$ cat src/rtl/mac_seq_pkg.sv
// Shared constants for the MAC sequencer: FSM encodings, pipeline alignment
// delays and the address-width helper.
package mac_seq_pkg;

   localparam logic [1:0] ST_IDLE  = 2'd0;
   localparam logic [1:0] ST_RUN   = 2'd1;
   localparam logic [1:0] ST_DRAIN = 2'd2;
   localparam logic [1:0] ST_DONE  = 2'd3;

   // Issue-to-load and issue-to-write distances through RAM + MAC pipeline
   localparam int LOAD_DLY = 3;
   localparam int WR_DLY   = 4;

   function automatic int addr_w(input int n);
      return (n <= 1) ? 1 : $clog2(n);
   endfunction

endpackage

$ cat src/rtl/mac_seq_dly.sv
// Shift-register delay line with asynchronous active-low clear; carries
// issue-side tags forward to the MAC load and C write cycles.
module mac_seq_dly #(
   parameter int WIDTH = 1,
   parameter int DEPTH = 1
) (
   input  logic             clk,
   input  logic             reset_n,
   input  logic [WIDTH-1:0] din,
   output logic [WIDTH-1:0] dout
);

   logic [WIDTH-1:0] stage_p [DEPTH];

   always_ff @(posedge clk or negedge reset_n) begin
      if (!reset_n) begin
         for (int i = 0; i < DEPTH; i++) stage_p[i] <= '0;
      end else begin
         stage_p[0] <= din;
         for (int i = 1; i < DEPTH; i++) stage_p[i] <= stage_p[i-1];
      end
   end

   assign dout = stage_p[DEPTH-1];

endmodule

$ cat src/rtl/mac_sequencer.sv
// Sequences one pipelined MAC through C = A x B, streaming one operand pair per
// cycle from the A/B RAMs. Optional macro MAC_SEQ_PERF_EN adds perf counters.
module mac_sequencer
   import mac_seq_pkg::*;
#(
   parameter int DATA_WIDTH = 16,
   parameter int ROWS       = 4,
   parameter int COLS       = 4,
   parameter int INNER      = 4
) (
   input  logic                              clk,
   input  logic                              reset_n,
   input  logic                              start,
   output logic                              busy,
   output logic                              done,
   output logic                              a_rd_en,
   output logic [addr_w(ROWS*INNER)-1:0]     a_rd_addr,
   input  logic [DATA_WIDTH-1:0]             a_rd_data,
   output logic                              b_rd_en,
   output logic [addr_w(INNER*COLS)-1:0]     b_rd_addr,
   input  logic [DATA_WIDTH-1:0]             b_rd_data,
   output logic [DATA_WIDTH-1:0]             mac_a,
   output logic [DATA_WIDTH-1:0]             mac_b,
   output logic                              mac_load,
   input  logic [DATA_WIDTH-1:0]             mac_acc,
   output logic                              c_wr_en,
   output logic [addr_w(ROWS*COLS)-1:0]      c_wr_addr,
`ifdef MAC_SEQ_PERF_EN
   output logic [31:0]                       perf_cycles,
   output logic [15:0]                       perf_runs,
`endif
   output logic [DATA_WIDTH-1:0]             c_wr_data
);

   localparam int A_AW = addr_w(ROWS*INNER);
   localparam int B_AW = addr_w(INNER*COLS);
   localparam int C_AW = addr_w(ROWS*COLS);
   localparam int KW   = addr_w(INNER);
   localparam int CW   = addr_w(COLS);
   localparam int RW   = addr_w(ROWS);

   logic [1:0]      state;
   logic [KW-1:0]   k;
   logic [CW-1:0]   col;
   logic [RW-1:0]   row;
   logic [A_AW-1:0] a_addr;
   logic [A_AW-1:0] a_row_base;
   logic [B_AW-1:0] b_addr;
   logic [C_AW-1:0] c_addr;
   logic [2:0]      drain_cnt;
   logic            issue;
   logic            k_wrap;
   logic            col_wrap;
   logic            row_wrap;
   logic            first_iss;
   logic            last_iss;

   assign issue     = (state == ST_RUN);
   assign k_wrap    = (k == KW'(INNER-1));
   assign col_wrap  = (col == CW'(COLS-1));
   assign row_wrap  = (row == RW'(ROWS-1));
   assign first_iss = issue && (k == '0);
   assign last_iss  = issue && k_wrap;

   // Addresses advance from running bases so no multiplier is needed
   always_ff @(posedge clk or negedge reset_n) begin
      if (!reset_n) begin
         state      <= ST_IDLE;
         k          <= '0;
         col        <= '0;
         row        <= '0;
         a_addr     <= '0;
         a_row_base <= '0;
         b_addr     <= '0;
         c_addr     <= '0;
         drain_cnt  <= '0;
      end else begin
         case (state)
            ST_IDLE:  if (start) state <= ST_RUN;
            ST_RUN:   if (k_wrap && col_wrap && row_wrap) begin
                         state     <= ST_DRAIN;
                         drain_cnt <= 3'(WR_DLY);
                      end
            ST_DRAIN: if (drain_cnt == 3'd0) state <= ST_DONE;
                      else drain_cnt <= drain_cnt - 3'd1;
            ST_DONE:  state <= ST_IDLE;
            default:  state <= ST_IDLE;
         endcase

         if (issue) begin
            if (!k_wrap) begin
               k      <= k + KW'(1);
               a_addr <= a_addr + A_AW'(1);
               b_addr <= b_addr + B_AW'(COLS);
            end else begin
               k      <= '0;
               c_addr <= (col_wrap && row_wrap) ? '0 : c_addr + C_AW'(1);
               if (!col_wrap) begin
                  col    <= col + CW'(1);
                  a_addr <= a_row_base;
                  b_addr <= B_AW'(col) + B_AW'(1);
               end else begin
                  col    <= '0;
                  b_addr <= '0;
                  if (!row_wrap) begin
                     row        <= row + RW'(1);
                     a_row_base <= a_row_base + A_AW'(INNER);
                     a_addr     <= a_row_base + A_AW'(INNER);
                  end else begin
                     row        <= '0;
                     a_row_base <= '0;
                     a_addr     <= '0;
                  end
               end
            end
         end
      end
   end

   assign busy      = (state != ST_IDLE);
   assign done      = (state == ST_DONE);
   assign a_rd_en   = issue;
   assign b_rd_en   = issue;
   assign a_rd_addr = a_addr;
   assign b_rd_addr = b_addr;
   assign mac_a     = a_rd_data;
   assign mac_b     = b_rd_data;
   assign c_wr_data = mac_acc;

   mac_seq_dly #(.WIDTH(1), .DEPTH(LOAD_DLY)) u_first_dly (
      .clk     (clk),
      .reset_n (reset_n),
      .din     (first_iss),
      .dout    (mac_load)
   );

   mac_seq_dly #(.WIDTH(1), .DEPTH(WR_DLY)) u_last_dly (
      .clk     (clk),
      .reset_n (reset_n),
      .din     (last_iss),
      .dout    (c_wr_en)
   );

   mac_seq_dly #(.WIDTH(C_AW), .DEPTH(WR_DLY)) u_caddr_dly (
      .clk     (clk),
      .reset_n (reset_n),
      .din     (c_addr),
      .dout    (c_wr_addr)
   );

`ifdef MAC_SEQ_PERF_EN
   always_ff @(posedge clk or negedge reset_n) begin
      if (!reset_n) begin
         perf_cycles <= '0;
         perf_runs   <= '0;
      end else begin
         if (state == ST_IDLE && start) perf_cycles <= '0;
         else if (busy)                 perf_cycles <= perf_cycles + 32'd1;
         if (done) perf_runs <= perf_runs + 16'd1;
      end
   end
`endif

endmodule
$ cat config.mk
export PLATFORM = sky130hd
export DESIGN_NAME = mac_sequencer
export DESIGN_NICKNAME = d
export VERILOG_FILES = /design/src/rtl/mac_seq_pkg.sv /design/src/rtl/mac_seq_dly.sv /design/src/rtl/mac_sequencer.sv
export SDC_FILE = /design/constraint.sdc
export NUM_CORES = 1
export LEC_CHECK = 0
export BUFFER_PORTS_ARGS = -buffer_cell sky130_fd_sc_hd__clkbuf_2
export CAP_MARGIN = 20
export CORE_ASPECT_RATIO = 0.7
export CORE_UTILIZATION = 47
export CTS_BUF_LIST = sky130_fd_sc_hd__clkbuf_2 sky130_fd_sc_hd__clkbuf_4 sky130_fd_sc_hd__clkbuf_8
export CTS_CLUSTER_DIAMETER = 40
export CTS_CLUSTER_SIZE = 14
export DETAILED_ROUTE_END_ITERATION = 16
export PLACE_DENSITY = 0.92
export RECOVER_POWER = 100
export SLEW_MARGIN = 25
export SYNTH_ARGS = -nofsm -noshare
export SYNTH_HDL_FRONTEND = slang
export SYNTH_HIERARCHICAL = 1
export SYNTH_SLANG_ARGS = --single-unit
$ cat constraint.sdc
create_clock -name clk -period 2.3 [get_ports clk]
set_input_delay 0.23 -clock clk [delete_from_list [all_inputs] [get_ports clk]]
set_output_delay 0.23 -clock clk [all_outputs]
set_load 0.01 [all_outputs]
==> Word level (Yosys, flattened, before mapping) <==
Cells that the tools add are included.
{ "word_totals": {"register_bits": 50, "output_inout_bits": 66} }
{ "classes": {"add_sub_neg": 9, "n_eq_ne": 10, "muxes": 16, "reduce_logical": 14} }
{ "ops": {"columns": ["cell", "count"], "rows": [
  ["two-way mux 4 bit", 5],
  ["two-way mux 2 bit", 6],
  ["== test 2 bit, second input constant", 5],
  ["two-way mux 3 bit", 3],
  ["AND reduction 3 bit", 3],
  ["adder 4 x 1 -> 4 bit, second input constant", 2],
  ["adder 4 x 3 -> 4 bit, second input constant", 2],
  ["one-hot mux 2 bit (4 select lines)", 1],
  ["adder 2 x 1 -> 2 bit, second input constant", 3],
  ["!= test 2 bit, second input constant", 3],
  ["one-hot mux 3 bit (2 select lines)", 1],
  ["logical AND 1 bit", 5],
  ["logical NOT 2 bit", 2],
  ["nonzero test 2 bit", 2],
  ["adder 2 x 1 -> 3 bit, second input constant", 1],
  ["logical NOT 3 bit", 1],
  ["subtractor 3 x 1 -> 3 bit, second input constant", 1],
  ["== test 2 x 1 -> 1 bit, second input constant", 1],
  ["!= test 2 x 1 -> 1 bit, second input constant", 1],
  ["AND reduction 2 bit", 1]
]} }

==> Longest topological paths before layout <==
Gate-level depths: netlist of the first run.
{ "logic_depth": {"word_depth": 5, "depth_mapped": 7, "mapped_depth_nobuf": 6} }

==> By module <==
The synthesis of the first run kept the hierarchy.
{ "by_module_without_submodules": {"columns": ["module", "instances", "cells_per_inst", "area_each_um2"], "rows": [
  ["mac_sequencer", 1, 188, 1778.0],
  ["mac_seq_dly (u_caddr_dly)", 1, 20, 430.4],
  ["mac_seq_dly (u_last_dly)", 1, 4, 100.1],
  ["mac_seq_dly (u_first_dly)", 1, 3, 75.1]
]} }

==> Worst setup path after synthesis of the first run <==
No wires, ideal clock.
{ "synth_timing": {"kind": "register to register", "start": "reg state[1]", "end": "reg state[1]", "setup_time_ps": 127, "arrival_time_ps": 1559, "t_required_ps": 2173, "slack_ps": 613, "path_stages_with_launch": 6, "period_less_slack_ps": 1687, "cell_sequence": "dfrtp_1 inv_1 ha_1 buf_2 a222oi_1 mux2_1"} }
{ "synth_between": {"elab_chain_len": 3} }
{ "synth_lines": {"columns": ["element", "line", "source"], "rows": [
  ["start: declaration", "mac_sequencer.sv:42", "logic [1:0] state;"],
  ["start signal: assignment", "mac_sequencer.sv:68", "state <= ST_IDLE;"],
  ["start signal: assignment", "mac_sequencer.sv:79", "ST_IDLE: if (start) state <= ST_RUN;"],
  ["start signal: assignment", "mac_sequencer.sv:81", "state <= ST_DRAIN;"],
  ["== test 2 x 1 -> 1 bit (*)", null, null],
  ["named net a_rd_en", "mac_sequencer.sv:16", "output logic a_rd_en,"],
  ["!= test 2 x 1 -> 1 bit (no source line)", null, null],
  ["AND reduction 3 bit (no source line)", null, null]
]} }
The timed path passes the listed nets; every way through them passes the cells marked *.
A chain may end at the register's enable or synchronous reset.

==> Final worst setup path of the first run <==
{ "layout_timing": {"start": "reg state[1]", "end": "reg drain_cnt[2]"} }
{ "layout_between": {"elab_chain_len": 3} }
{ "layout_lines": {"columns": ["element", "line", "source"], "rows": [
  ["== test 2 bit or == test 2 x 1 -> 1 bit (tied branches)", "mac_sequencer.sv:78", "case (state)"],
  ["!= test 2 bit (no source line) (tied with other cells)", null, null],
  ["AND reduction 3 bit (no source line)", null, null],
  ["end signal: assignment", "mac_sequencer.sv:82", "drain_cnt <= 3'(WR_DLY);"],
  ["end signal: assignment", "mac_sequencer.sv:85", "else drain_cnt <= drain_cnt - 3'd1;"],
  ["end: declaration", "mac_sequencer.sv:50", "logic [2:0] drain_cnt;"]
]} }
Several ways; a longest one is shown, not always the timed one.

==> flow_summary_export.csv, run 1 <==
group,metric,value,unit
placed_design,gp_congestion,0.786,
run_status,status,"complete, no violations",
floorplan,core-area,0.00483,mm²
cts,cts_sinks,50,
drt,postRouteAntennaNets,0,
floorplan,placementRows,21,
sta,rsz0062_at_grt,"no",
cts,cts_inserted_buffers,5,
critical_path,criticalPathCategory,"register to register",
global_route,antenna_found_initial,0,
min_path,hp-class,"input pin to asynchronous set/reset pin",
power,powerDensity,625,mW/mm²
cells_and_area,antenna_cells,0,
drt,dr.pass1.iters,4,
drt,drtIter0Drc,37,
power,irDropWorstVdd,0.332,mV
cts,clkTransAtPathRegs,0.09,ns
floorplan,die_h,61.6,µm
drt,wl,3630,µm
drt,drc_errors,0,
critical_path,setup.worst_path.start_class,"register",
critical_path,critical_path.top_delay_family,"adder cells",
synth,ys_ff_latch,50,
global_route,grt_max_degree,51,
floorplan,dieArea,0.00536,mm²
sta,final.period_utilization,0.819,
cells_and_area,mostFrequentLayoutCells,"50 x dfrtp_1, 20 x clkbuf_1, 18 x nand2_1",
cells_and_area,drive_above_1_share,0.0957,
synth,syn_inst,215,
synth,synth_warnings,6,
global_route,grt_pass1_vias,1194,
synth,synth_fp_nets,278,
sta,min_period,1.88,ns
power,total_power,1.39,mW
placed_design,port_buffers,20,
cells_and_area,layout_commonest_cell,"dfrtp_1",
critical_path,critical_path.max_stage_delay,0.46,ns
critical_path,critical_path_buf_inv_count,1,
global_route,grt.total_usage,0.148,
critical_path,cp_cell_sequence,"inv_1 -> ha_1 -> nor2_1 -> a211oi_2 -> mux2_2",
sta,finalSetupTns,0,ns
sta,max_freq,531,MHz
drt,routed-via-count,1298,
floorplan,start_util,0.493,
sta,relSlewSlack,0.223,
cts,post-cts-setup-buffers,0,
cts,ctsHoldBuffers,0,
power,p_leak,1.03,nW
sta,worst_pin_slew,1.17,ns
critical_path,worst_setup_path_end_kind,"register",
sta,finalSetupViolCount,0,
floorplan,ios,117,
cells_and_area,nFillCells,479,
critical_path,required,2.49,ns
cts,clk_latency,0.30,ns
job,cap_violations,0,
placed_design,dpl_worst_slack,0.431,ns
cts,cts_max_level,2,
cts,tritoncts,"built",
cells_and_area,nets,251,
drt,wl_per_cell,14.1,µm
sta,finalHoldViolations,0,
cells_and_area,syn_to_final_growth,-6.67,%
synth,synth_area_per_cell,11.1,µm²
floorplan,die_w,87.1,µm
global_route,grt_pass1_wl,5850,µm
cts,root_buffer,"clkbuf_8",
cells_and_area,fin_cells,257,
cts,ctsLongestPathBuffers,2,
critical_path,cp_slowest_cell,"ha_1",
synth,synth_area,0.00238,mm²
synth,yosysUniqueCellTypes,32,
sta,report.final.slew_viol_count,0,
drt,vias_per_cell,5.05,
placed_design,dp_cells,250,
sta,worst_clock_skew,0.00743,ns
global_route,grt_overflow_total,0,
sta,setup_slack,0.417,ns
placed_design,dp_hpwl,2600,µm
critical_path,worstPathArrival,2.08,ns
cts,post_cts_resized,0,
synth,synth-seq-area-share,0.525,
critical_path,cp_max_fo,15,
-- metal layers --
layer	global-route usage	share of wire	vias up
li1	-	-	594
met1	0.175	0.42	635
met2	0.236	0.46	50
met3	0.0617	0.088	19
met4	0.0796	0.035	0
met5	0	0	-
-- per-stage QoR --
step	cell area [µm²]	hold WS, ns	utilization
after floorplan	2380	-0.0656	-
after global placement	2180	0.332	0.451
after detailed placement	2180	0.336	0.451
after CTS	2260	0.0378	0.468
after global routing	2220	0.345	0.460
final	2220	0.227	0.460
-- where the power goes --
part | internal (mW) | switching (mW) | total, mW
Combinational | 0.00185 | 0.0162 | 0.0181
Clock | 0.210 | 0.284 | 0.494
Sequential | 0.878 | 0 | 0.878
-- area by class of cell --
type,count,area (µm²),area share
Inverter,13,48.8,0.0219
Tap cell,69,86.3,0.0388
Sequential cell,50,1250,0.562
Clock inverter,2,13.8,0.00619
Clock buffer,5,68.8,0.0309
Timing Repair Buffer,24,97.6,0.0439
Multi-Input combinational cell,94,658,0.296
-- registers in the layout, summed over array words and instances (netlist names) --
signal               count
u_caddr_dly/stage_p     12
u_first_dly/stage_p      2
u_first_dly/dout         1
u_last_dly/stage_p       3
row                      2
c_addr                   4
col                      2
b_rd_addr                4
state                    2
u_caddr_dly/dout         4
k                        2
drain_cnt                3
u_last_dly/dout          1
a_rd_addr                4
a_row_base               4
-- path summary, 6_finish.rpt --
path                       slack (ns)  cells after the start                       to             startpoint
hold reg to reg                  0.36                      0    u_last_dly/stage_p[2]  u_last_dly/stage_p[3]
hold / removal                   0.23                      2            a_row_base[2]                reset_n
max in group asynchronous        1.36                      2  u_caddr_dly/stage_p[15]                reset_n
min in group clk                 0.34                      4                 state[0]                  start
setup reg to reg                 0.42                      5             drain_cnt[2]               state[1]
setup / recovery                 0.42                      5             drain_cnt[2]               state[1]
-- logic make-up (layout without fill, tap and decap cells) --
| family | count (synthesis) | after routing | share of synthesized area |
|---|---|---|---|
| buf+inv | 71 | 44 | 0.197 |
| flops | 50 | 50 | 0.525 |
| simple gates | 44 | 44 | 0.0908 |
| compound gates | 26 | 26 | 0.0714 |
| fa+ha+maj | 12 | 12 | 0.0630 |
| mux | 11 | 11 | 0.0493 |
| xor+xnor | 1 | 1 | 0.00368 |
-- synthesized netlist by cell type (all sizes together) --
library cell,number,area (µm²)
nor3b,1,7.51
xor2,1,8.76
clkbuf,2,7.51
a21oi,4,20.0
nand2,18,67.6
nand2b,1,6.26
o22ai,1,6.26
o221ai,1,8.76
clkinv,1,3.75
and3b,1,8.76
mux2i,5,50.1
a21o,4,30.0
dfrtp,50,1250
o21ai,8,40.0
inv,12,45.0
ha,12,150
o21a,2,15.0
and2,2,12.5
a211oi,1,12.5
buf,56,413
a31oi,3,18.8
a22o,1,8.76
and4bb,1,12.5
nor2b,4,25.0
nor3,3,15.0
nand3,6,35.0
nor2,7,26.3
a222oi,1,10.0
mux2,6,67.6
Note: power is estimated with default switching activity, not from simulation.
==> run 2, diff against run 1 <==
Clock period 2.3 ns to 1.85 ns, I/O delays scaled along.
==> flow_summary_export.csv, run 2 (synthesized netlist as in run 1, its figures left out) <==
group,metric,value,unit
critical_path,critical_path.top_delay_family,"compound AO/OA/AOI/OAI gates",
cts,clkTransAtPathRegs,0.08,ns
cells_and_area,antenna_cells,0,
floorplan,dieArea,0.00536,mm²
sta,finalSetupViolCount,0,
cells_and_area,largest_register_ffs,12,
sta,finalSetupTns,0,ns
sta,worst_clock_skew,0.0127,ns
cells_and_area,nFillCells,461,
power,powerDensity,823,mW/mm²
floorplan,core-area,0.00483,mm²
cts,cts_inserted_buffers,5,
drt,drtIter0Drc,65,
cells_and_area,seqCellArea,0.00125,mm²
cells_and_area,regMostFlops,"u_caddr_dly/stage_p",
global_route,met3_usage,0.0550,
cts,cts_sinks,50,
floorplan,placementRows,21,
drt,routed-via-count,1303,
placed_design,gp_congestion,0.741,
run_status,status,"complete, no violations",
cells_and_area,multiInputGateArea,663,µm²
floorplan,die_h,61.6,µm
cells_and_area,layout_commonest_cell,"dfrtp_1",
sta,max_freq,578,MHz
drt,dr.pass1.iters,4,
floorplan,die_w,87.1,µm
cts,ctsLongestPathBuffers,2,
global_route,grt_overflow_total,0,
min_path,hp-class,"input pin to register",
critical_path,cp_max_fo,3,
power,p_leak,1.07,nW
cts,cts_max_level,2,
critical_path,critical_path_buf_inv_count,2,
power,p_int,1.51,mW
floorplan,start_util,0.493,
power,seqPwrFrac,0.575,
sta,relSlewSlack,0.207,
critical_path,cp_slowest_cell,"a222oi_1",
job,cap_violations,0,
cells_and_area,nets,257,
power,p_sw_frac,0.207,
critical_path,worst_setup_path_end_kind,"register",
cells_and_area,drive_above_1_share,0.128,
floorplan,ios,117,
cts,root_buffer,"clkbuf_8",
power,irDropWorstVdd,0.373,mV
critical_path,critical_path.max_stage_delay,0.40,ns
cells_and_area,syn_to_final_growth,-3.25,%
sta,worst_pin_slew,1.19,ns
sta,report.final.slew_viol_count,0,
cells_and_area,mostFrequentLayoutCells,"50 x dfrtp_1, 20 x clkbuf_1, 18 x nand2_1",
power,power.share.combinational,0.013,
sta,whs,0.354,ns
global_route,antenna_found_initial,0,
global_route,use_met1,0.169,
sta,final.period_utilization,0.936,
global_route,top_usage_layer,"met2",
drt,postRouteAntennaNets,0,
sta,finalHoldViolations,0,
global_route,grtUsageMet2,0.231,
drt,wl,3510,µm
drt,vias_per_cell,4.94,
cts,tritoncts,"built",
global_route,grt_max_degree,51,
global_route,grt_pass1_wl,5730,µm
sta,rsz0062_at_grt,"no",
power,power.switching,0.392,mW
critical_path,setup.worst_path.start_class,"register",
critical_path,criticalPathCategory,"register to register",
global_route,grt_pass1_vias,1255,
critical_path,worstPathArrival,1.92,ns
cts,clk_latency,0.31,ns
placed_design,dp_hpwl,2490,µm
sta,min_period,1.73,ns
global_route,grt.total_usage,0.145,
critical_path,cp_cell_sequence,"inv_1 -> ha_1 -> ha_1 -> inv_1 -> a222oi_1 -> mux2_1",
power,total_power,1.90,mW
drt,wl_per_cell,13.3,µm
critical_path,required,2.04,ns
placed_design,port_buffers,20,
drt,drc_errors,0,
power,clock_power_share,0.412,
-- run 2: cell types whose count changed in the layout (fill, tap and decap cells not counted) --
cell           change
and2_0             +1
clkinv_2           -1
nand3_1            -1
dlygate4sd3_1      +1
bufinv_16          +1
buf_4              +3
clkinv_4           +1
and2_1             -1
clkbuf_2           +2
nand3_2            +1
-- run 2: worst paths after layout --
check | from | end | slack, ns | cells after the start
setup reg to reg | drain_cnt[0] | state[1] | 0.12 | 6
max in group asynchronous | reset_n | state[1] | 0.40 | 3
setup / recovery | drain_cnt[0] | state[1] | 0.12 | 6
min in group asynchronous | reset_n | state[0] | 0.74 | 3
hold reg to reg | u_last_dly/stage_p[1] | u_last_dly/dout | 0.35 | 0
hold / removal | start | state[1] | 0.35 | 4
-- run 2: through the flow --
stage / utilization / area, µm² / cells / setup WS [ns]
after floorplan: - / 2380 / 215 / 0.163
after global placement: 0.457 / 2210 / 254 / 0.173
after detailed placement: 0.457 / 2210 / 254 / 0.0252
after CTS: 0.483 / 2340 / 263 / 0.0116
after global routing: 0.477 / 2310 / 264 / 0.0275
final: 0.477 / 2310 / 264 / 0.119
-- run 2: cell type report --
| cell class | instances | area share |
|---|---|---|
| Clock buffer | 5 | 0.0298 |
| Clock inverter | 3 | 0.0206 |
| Inverter | 13 | 0.0212 |
| Multi-Input combinational cell | 94 | 0.288 |
| Sequential cell | 50 | 0.543 |
| Tap cell | 69 | 0.0374 |
| Timing Repair Buffer | 30 | 0.0608 |
-- run 2: power by group through the flow --
stage	clock network [mW]	logic [mW]	registers, mW
2_1_floorplan	0	0.107	1.11
3_3_place_gp	0	0.0250	1.11
3_5_place_dp	0	0.0258	1.11
4_1_cts	0.805	0.0271	1.09
5_1_grt	0.853	0.0295	1.09
6_report	0.781	0.0244	1.09
-- run 2: repair_timing --
item | CTS | global route
gates resized for setup | 0 | 0
buffers inserted | 0 | 1
endpoints found under the setup margin | 0 | 1
hold buffers | 1 | 0
hold endpoints to repair | 50 | 0
-- run 2: worst register-to-register path: cells and delay by family (launching register included) --
| kind | cells | cell delay, ns |
|---|---|---|
| flops | 1 | 0.37 |
| buf+inv | 2 | 0.14 |
| compound gates | 1 | 0.40 |
| mux | 1 | 0.37 |
| fa+ha+maj | 2 | 0.34 |
-- run 2: per-layer routing --
metal  vias to the layer above  routed length (µm)
met2                        43                1610
met4                         0                 127
met5                         -                   0
met3                        19                 269
li1                        607                   -
met1                       634                1510
